[src/rtl/ov5640_tx_pkg.sv]
// ov5640_tx_pkg: shared state encoding, byte order and line-length helper for the DVP transmitter.
package ov5640_tx_pkg;
  typedef enum logic [2:0] {IDLE, VSYNC, VFRONT, ACTIVE, VBACK} tx_state_e;
  localparam bit HI_FIRST = 1'b1;
  function automatic int line_clks(input int h_active, input int h_blank);
    return 2 * h_active + h_blank;
  endfunction
endpackage

[src/rtl/ov5640_tx_timing.sv]
// ov5640_tx_timing: frame/line sequencer producing the unregistered DVP phase flags.
module ov5640_tx_timing
  import ov5640_tx_pkg::*;
#(
  parameter int H_ACTIVE  = 640,
  parameter int H_BLANK   = 160,
  parameter int V_ACTIVE  = 480,
  parameter int VSYNC_LEN = 4,
  parameter int V_FRONT   = 2,
  parameter int V_BACK    = 2
) (
  input  logic ov5640_pclk,
  input  logic sys_rst_n,
  input  logic i_enable,
  output logic o_active_slot,
  output logic o_vsync_phase,
  output logic o_href_phase,
  output logic o_frame_end
);
  localparam int LINE_CLKS = line_clks(H_ACTIVE, H_BLANK);
  localparam int HW = LINE_CLKS > 1 ? $clog2(LINE_CLKS) : 1;
  localparam int VMAX1 = VSYNC_LEN > V_FRONT ? VSYNC_LEN : V_FRONT;
  localparam int VMAX2 = V_ACTIVE > V_BACK ? V_ACTIVE : V_BACK;
  localparam int VMAX = VMAX1 > VMAX2 ? VMAX1 : VMAX2;
  localparam int VW = VMAX > 1 ? $clog2(VMAX) : 1;
  localparam logic [HW-1:0] H_LAST = HW'(LINE_CLKS - 1);
  localparam logic [HW-1:0] H_HREF = HW'(2 * H_ACTIVE);
  tx_state_e r_state, w_after;
  logic [HW-1:0] r_h_cnt;
  logic [VW-1:0] r_v_cnt, w_len_m1;
  logic w_line_end, w_state_last;
  assign w_line_end = r_h_cnt == H_LAST;
  assign w_state_last = w_line_end && r_v_cnt == w_len_m1;
  // Zero-length front/back porches are skipped when choosing the successor state.
  always_comb begin
    w_len_m1 = r_state == VSYNC  ? VW'(VSYNC_LEN - 1) :
               r_state == VFRONT ? VW'(V_FRONT - 1) :
               r_state == ACTIVE ? VW'(V_ACTIVE - 1) : VW'(V_BACK - 1);
    w_after = r_state == VSYNC  ? (V_FRONT > 0 ? VFRONT : ACTIVE) :
              r_state == VFRONT ? ACTIVE :
              (r_state == ACTIVE && V_BACK > 0) ? VBACK :
              i_enable ? VSYNC : IDLE;
  end
  always_ff @(posedge ov5640_pclk or negedge sys_rst_n) begin
    if (!sys_rst_n) begin
      r_state <= IDLE;
      r_h_cnt <= '0;
      r_v_cnt <= '0;
    end else if (r_state == IDLE) begin
      if (i_enable) r_state <= VSYNC;
    end else begin
      r_h_cnt <= w_line_end ? '0 : r_h_cnt + 1'b1;
      if (w_line_end) r_v_cnt <= w_state_last ? '0 : r_v_cnt + 1'b1;
      if (w_state_last) r_state <= w_after;
    end
  end
  assign o_vsync_phase = r_state == VSYNC;
  assign o_href_phase = r_state == ACTIVE && r_h_cnt < H_HREF;
  assign o_active_slot = o_href_phase && !r_h_cnt[0];
  assign o_frame_end = w_state_last && (r_state == VBACK || (V_BACK == 0 && r_state == ACTIVE));
endmodule

[src/rtl/ov5640_dvp_tx.sv]
// ov5640_dvp_tx: OV5640-style DVP transmitter serialising RGB565 pixels onto an 8-bit vsync/href bus.
module ov5640_dvp_tx
  import ov5640_tx_pkg::*;
#(
  parameter int          H_ACTIVE  = 640,
  parameter int          H_BLANK   = 160,
  parameter int          V_ACTIVE  = 480,
  parameter int          VSYNC_LEN = 4,
  parameter int          V_FRONT   = 2,
  parameter int          V_BACK    = 2,
  parameter logic [15:0] FILL_PIX  = 16'h0000
) (
  input  logic        ov5640_pclk,
  input  logic        sys_rst_n,
  input  logic        enable,
  input  logic [15:0] pix_data,
  input  logic        pix_valid,
  output logic        pix_ready,
  output logic        cam_vsync,
  output logic        cam_href,
  output logic [7:0]  cam_data,
  output logic        frame_done,
  output logic        underrun
);
  logic w_active_slot, w_vsync_phase, w_href_phase, w_frame_end;
  logic [15:0] w_pix, r_hold_pix;
  logic [7:0] w_first, w_second;
  ov5640_tx_timing #(
    .H_ACTIVE(H_ACTIVE), .H_BLANK(H_BLANK), .V_ACTIVE(V_ACTIVE),
    .VSYNC_LEN(VSYNC_LEN), .V_FRONT(V_FRONT), .V_BACK(V_BACK)
  ) u_timing (
    .ov5640_pclk  (ov5640_pclk),
    .sys_rst_n    (sys_rst_n),
    .i_enable     (enable),
    .o_active_slot(w_active_slot),
    .o_vsync_phase(w_vsync_phase),
    .o_href_phase (w_href_phase),
    .o_frame_end  (w_frame_end)
  );
  assign pix_ready = w_active_slot;
  assign w_pix = pix_valid ? pix_data : FILL_PIX;
  // The first byte goes straight from the input so it lands in the cycle after sampling.
  assign w_first = HI_FIRST ? w_pix[15:8] : w_pix[7:0];
  assign w_second = HI_FIRST ? r_hold_pix[7:0] : r_hold_pix[15:8];
  always_ff @(posedge ov5640_pclk or negedge sys_rst_n) begin
    if (!sys_rst_n) begin
      cam_vsync  <= 1'b0;
      cam_href   <= 1'b0;
      cam_data   <= 8'h00;
      frame_done <= 1'b0;
      underrun   <= 1'b0;
      r_hold_pix <= '0;
    end else begin
      cam_vsync  <= w_vsync_phase;
      cam_href   <= w_href_phase;
      cam_data   <= w_active_slot ? w_first : w_href_phase ? w_second : 8'h00;
      frame_done <= w_frame_end;
      if (w_active_slot) begin
        r_hold_pix <= w_pix;
        if (!pix_valid) underrun <= 1'b1;
      end
    end
  end
endmodule

[config.mk]
export PLATFORM = sky130hd
export DESIGN_NAME = ov5640_dvp_tx
export DESIGN_NICKNAME = d
export VERILOG_FILES = /design/src/rtl/ov5640_tx_pkg.sv /design/src/rtl/ov5640_tx_timing.sv /design/src/rtl/ov5640_dvp_tx.sv
export SDC_FILE = /design/constraint.sdc
export NUM_CORES = 1
export LEC_CHECK = 0
export ABC_AREA = 1
export CORE_MARGIN = 8
export CORE_UTILIZATION = 44
export CTS_CLUSTER_DIAMETER = 50
export DETAILED_ROUTE_END_ITERATION = 7
export GPL_TIMING_DRIVEN = 0
export HOLD_SLACK_MARGIN = 0.06
export PLACE_DENSITY_LB_ADDON = 0.1
export SLEW_MARGIN = 20
export SYNTH_ARGS = -nofsm -noshare
export SYNTH_HDL_FRONTEND = slang
export SYNTH_SLANG_ARGS = --single-unit
[constraint.sdc]
create_clock -name ov5640_pclk -period 2 [get_ports ov5640_pclk]
set_input_delay 0.3 -clock ov5640_pclk [delete_from_list [all_inputs] [get_ports ov5640_pclk]]
set_output_delay 0.3 -clock ov5640_pclk [all_outputs]
set_load 0.01 [all_outputs]
==> key figures <==
Status
  – Status: finished clean

Clock network
  – Clock slew at reported path FFs: about 80 ps
  – Clock Path Buffers: 2
  – TritonCTS clock tree: yes
  – CTS buffer count: 5
  – CTS root buffer: clkbuf_8
  – CTS Sinks: 43
  – H-tree levels: 2
  – Clock Latency Late Sink: ~300 ps

Run
  – Max Cap Viol: 0

Timing
  – Worst-Margin Slew: ~370 ps
  – Total Neg Setup Slack: 0 ps
  – Slew Viols, Final: 0
  – Hold slack: approximately 400 ps
  – Count of final setup violators: 0
  – Final Hold Fails: 0
  – Ratio of final minimum period to clock period: 94.0%
  – Unrepaired setup endpoints after global routing: false
  – Skew final: between 5 and 6 ps
  – Fmax: 532 MHz
  – Relative slew slack: 75.4%
  – Tmin final: between 1500 and 2000 ps
  – Final setup margin: 121 ps

Yosys
  – Yosys top cell area share: ~47%
  – Avg Inst Size Synth: 7.78 um^2
  – Seq/Total Area, Yosys: between 40% and 50%
  – Syn_nets: approximately 320
  – Top area cells in the synthesized netlist: dfrtp_1 47%, nand2_1 13%, nand3_1 7.4%, inv_1 5.4%, nor2_1 4.9%
  – Area leader, netlist: dfrtp_1
  – Post-Syn Area: around 0.0023 mm^2
  – Synth warn: 0
  – Synth cell types: 25
  – Syn Inst Count: between 200 and 300
  – Flop and latch count out of synthesis: 43

Worst setup path
  – Worst Path Max Fanout: 10
  – Required time of the critical path: 1700 ps
  – Critical path capture point type: output port
  – Crit path DAT: around 1600 ps
  – Crit start category: flip-flop
  – Critical path class: reg -> out

Route
  – DRC violations left: 0
  – Pre-antenna DRT Iters: 4
  – Routed WL: approximately 5.4 mm
  – Vias per Instance: roughly 4.9
  – Post-DR wirelength/cell: 13.0 um
  – Vias: just over 2000
  – Final ANT Viol Nets: 0
  – Initial DRC Count: 79

GRT
  – Met3 usage: under 10%
  – GR Util All Layers: between 10% and 20%
  – Largest net degree at the start of global routing: 31
  – GRT Residual Overflow: 0
  – Number of global-route vias before repair: ~1900
  – First-pass GRT wire length: ~9.1 mm
  – Initial antenna violation count: 0
  – Global routing's busiest layer: met2
  – Met2 usage: between 20% and 30%
  – Grt met1 use: about 20%

Pwr
  – Power Total: 1.50 mW
  – LEAKAGE: 1.34 nW
  – Pwr dens: between 500 and 600 mW/mm^2
  – IR drop worst, VDD: about 0.32 mV

Cells and area
  – Commonest cells after routing, fill and taps aside: 82 x nand2_1, 39 x dfrtp_1, 34 x nand3_1
  – Multi-input logic area: between 0.001 and 0.0015 mm^2
  – Filler cells: slightly below 500
  – Antenna cell count: 0
  – Seq. cell area: between 0.001 and 0.0015 mm^2
  – Design Area, Final: 0.00288 mm^2
  – Layout cells sized above 1: between 10% and 20%
  – Post-Layout Cell Count: 414
  – Final core utilization: 56.8%
  – # nets final: 366
  – Commonest non-fill, non-tap cell in the layout: nand2_1
  – P&R area growth vs syn: 24.7%

Floorplan
  – Die Area: slightly below 0.008 mm^2
  – I/O pin total: 33
  – Core area: 0.00507 mm^2
  – Die W: approximately 88 um
  – Die Ht: between 80 and 90 um
  – Starting Density: 45.5%
  – Placement Rows: 26

Place
  – DP Area: 0.00272 mm^2
  – Placed Cells incl. Taps: 399
  – Setup WS pre-CTS: -135 ps
  – Port bufs: 31
  – Detail Placement HPWL: ~4 mm
  – GP Congestion: 0.875

Min path
  – HP Class: in -> reg
## routing by layer
metal / share of wire, % / routed length [um] / vias to the layer above
li1: - / - / 1055
met1: 48 / 2610 / 932
met2: 44 / 2380 / 37
met3: 6.0 / 325 / 6
met4: 1.3 / 68 / 0
met5: 0 / 0 / -
## synthesized netlist by cell type
cell type and count:
dfrtp_1 43, nand2_1 82, a31oi_1 1, nand4_1 12, nor3_4 2, nor4_1 2, nor2_2 4, clkbuf_1 1
nor2_8 1, o21bai_1 3, nand3_1 34, nand2_4 2, nand3_2 3, buf_2 3, ha_1 2, inv_1 33
a21oi_1 4, inv_2 3, xor2_1 4, nor2_4 2, nor3_1 8, o21ai_0 16, nor3_2 1, nor2_1 30
buf_6 1
## report_power, final
part | internal (mW) | switching [mW]
clock network | 0.271 | 0.289
registers | 0.869 | 0.000488
logic | 0.0382 | 0.0295
total | 1.18 | 0.319
## cells by family (layout without fill, tap and decap cells)
logic type / after synthesis / after routing / share of synthesized area (%)
compound gates: 24 / 24 / 5.58
xor+xnor: 4 / 4 / 1.52
fa+ha+maj: 2 / 2 / 1.08
buf+inv: 41 / 88 / 7.15
flops: 43 / 43 / 46.6
simple gates: 183 / 183 / 38.1
## flip-flops by register name, indices dropped and copies added, names as in the netlist
register,flops
cam_href,1
cam_data,8
cam_vsync,1
r_hold_pix,8
frame_done,1
u_timing.r_h_cnt,11
u_timing.r_v_cnt,9
u_timing.r_state,3
underrun,1
## critical path, stage by stage, from the launching register on
cell and delay [ps]:
dfrtp_2 380, nand2_1 90, nor2_4 160, nand2_4 130, nor2_8 130, buf_6 140, clkdlybuf4s15_1 250
## cell type report
| type | count | share of cell area [%] |
|---|---|---|
| Buffer | 5 | 1.04 |
| Clock buffer | 6 | 2.86 |
| Clock inverter | 1 | 0.174 |
| Inverter | 36 | 4.69 |
| Multi-Input combinational cell | 213 | 37.2 |
| Sequential cell | 43 | 37.5 |
| Tap cell | 70 | 3.04 |
| Timing Repair Buffer | 40 | 13.5 |
## what timing repair did
item / in CTS / in global routing
endpoints found under the hold margin: 13 / 0
pin swaps: 2 / 1
resized for setup: 6 / 2
setup endpoints to repair: 1 / 10
buffers inserted: 4 / 3
hold buffers: 1 / 0
## final timing paths
check	to	cells after the start	startpoint	slack, ps
min in group asynchronous	cam_data[0]	2	sys_rst_n	450
setup reg to reg	u_timing.r_state[1]	9	u_timing.r_h_cnt[0]	250
setup / recovery	pix_ready	6	u_timing.r_state[0]	120
max in group asynchronous	u_timing.r_h_cnt[0]	3	sys_rst_n	1070
hold / removal	cam_data[1]	3	pix_valid	410
hold reg to reg	r_hold_pix[5]	2	r_hold_pix[5]	470
Note: power is estimated with default switching activity, not from simulation.
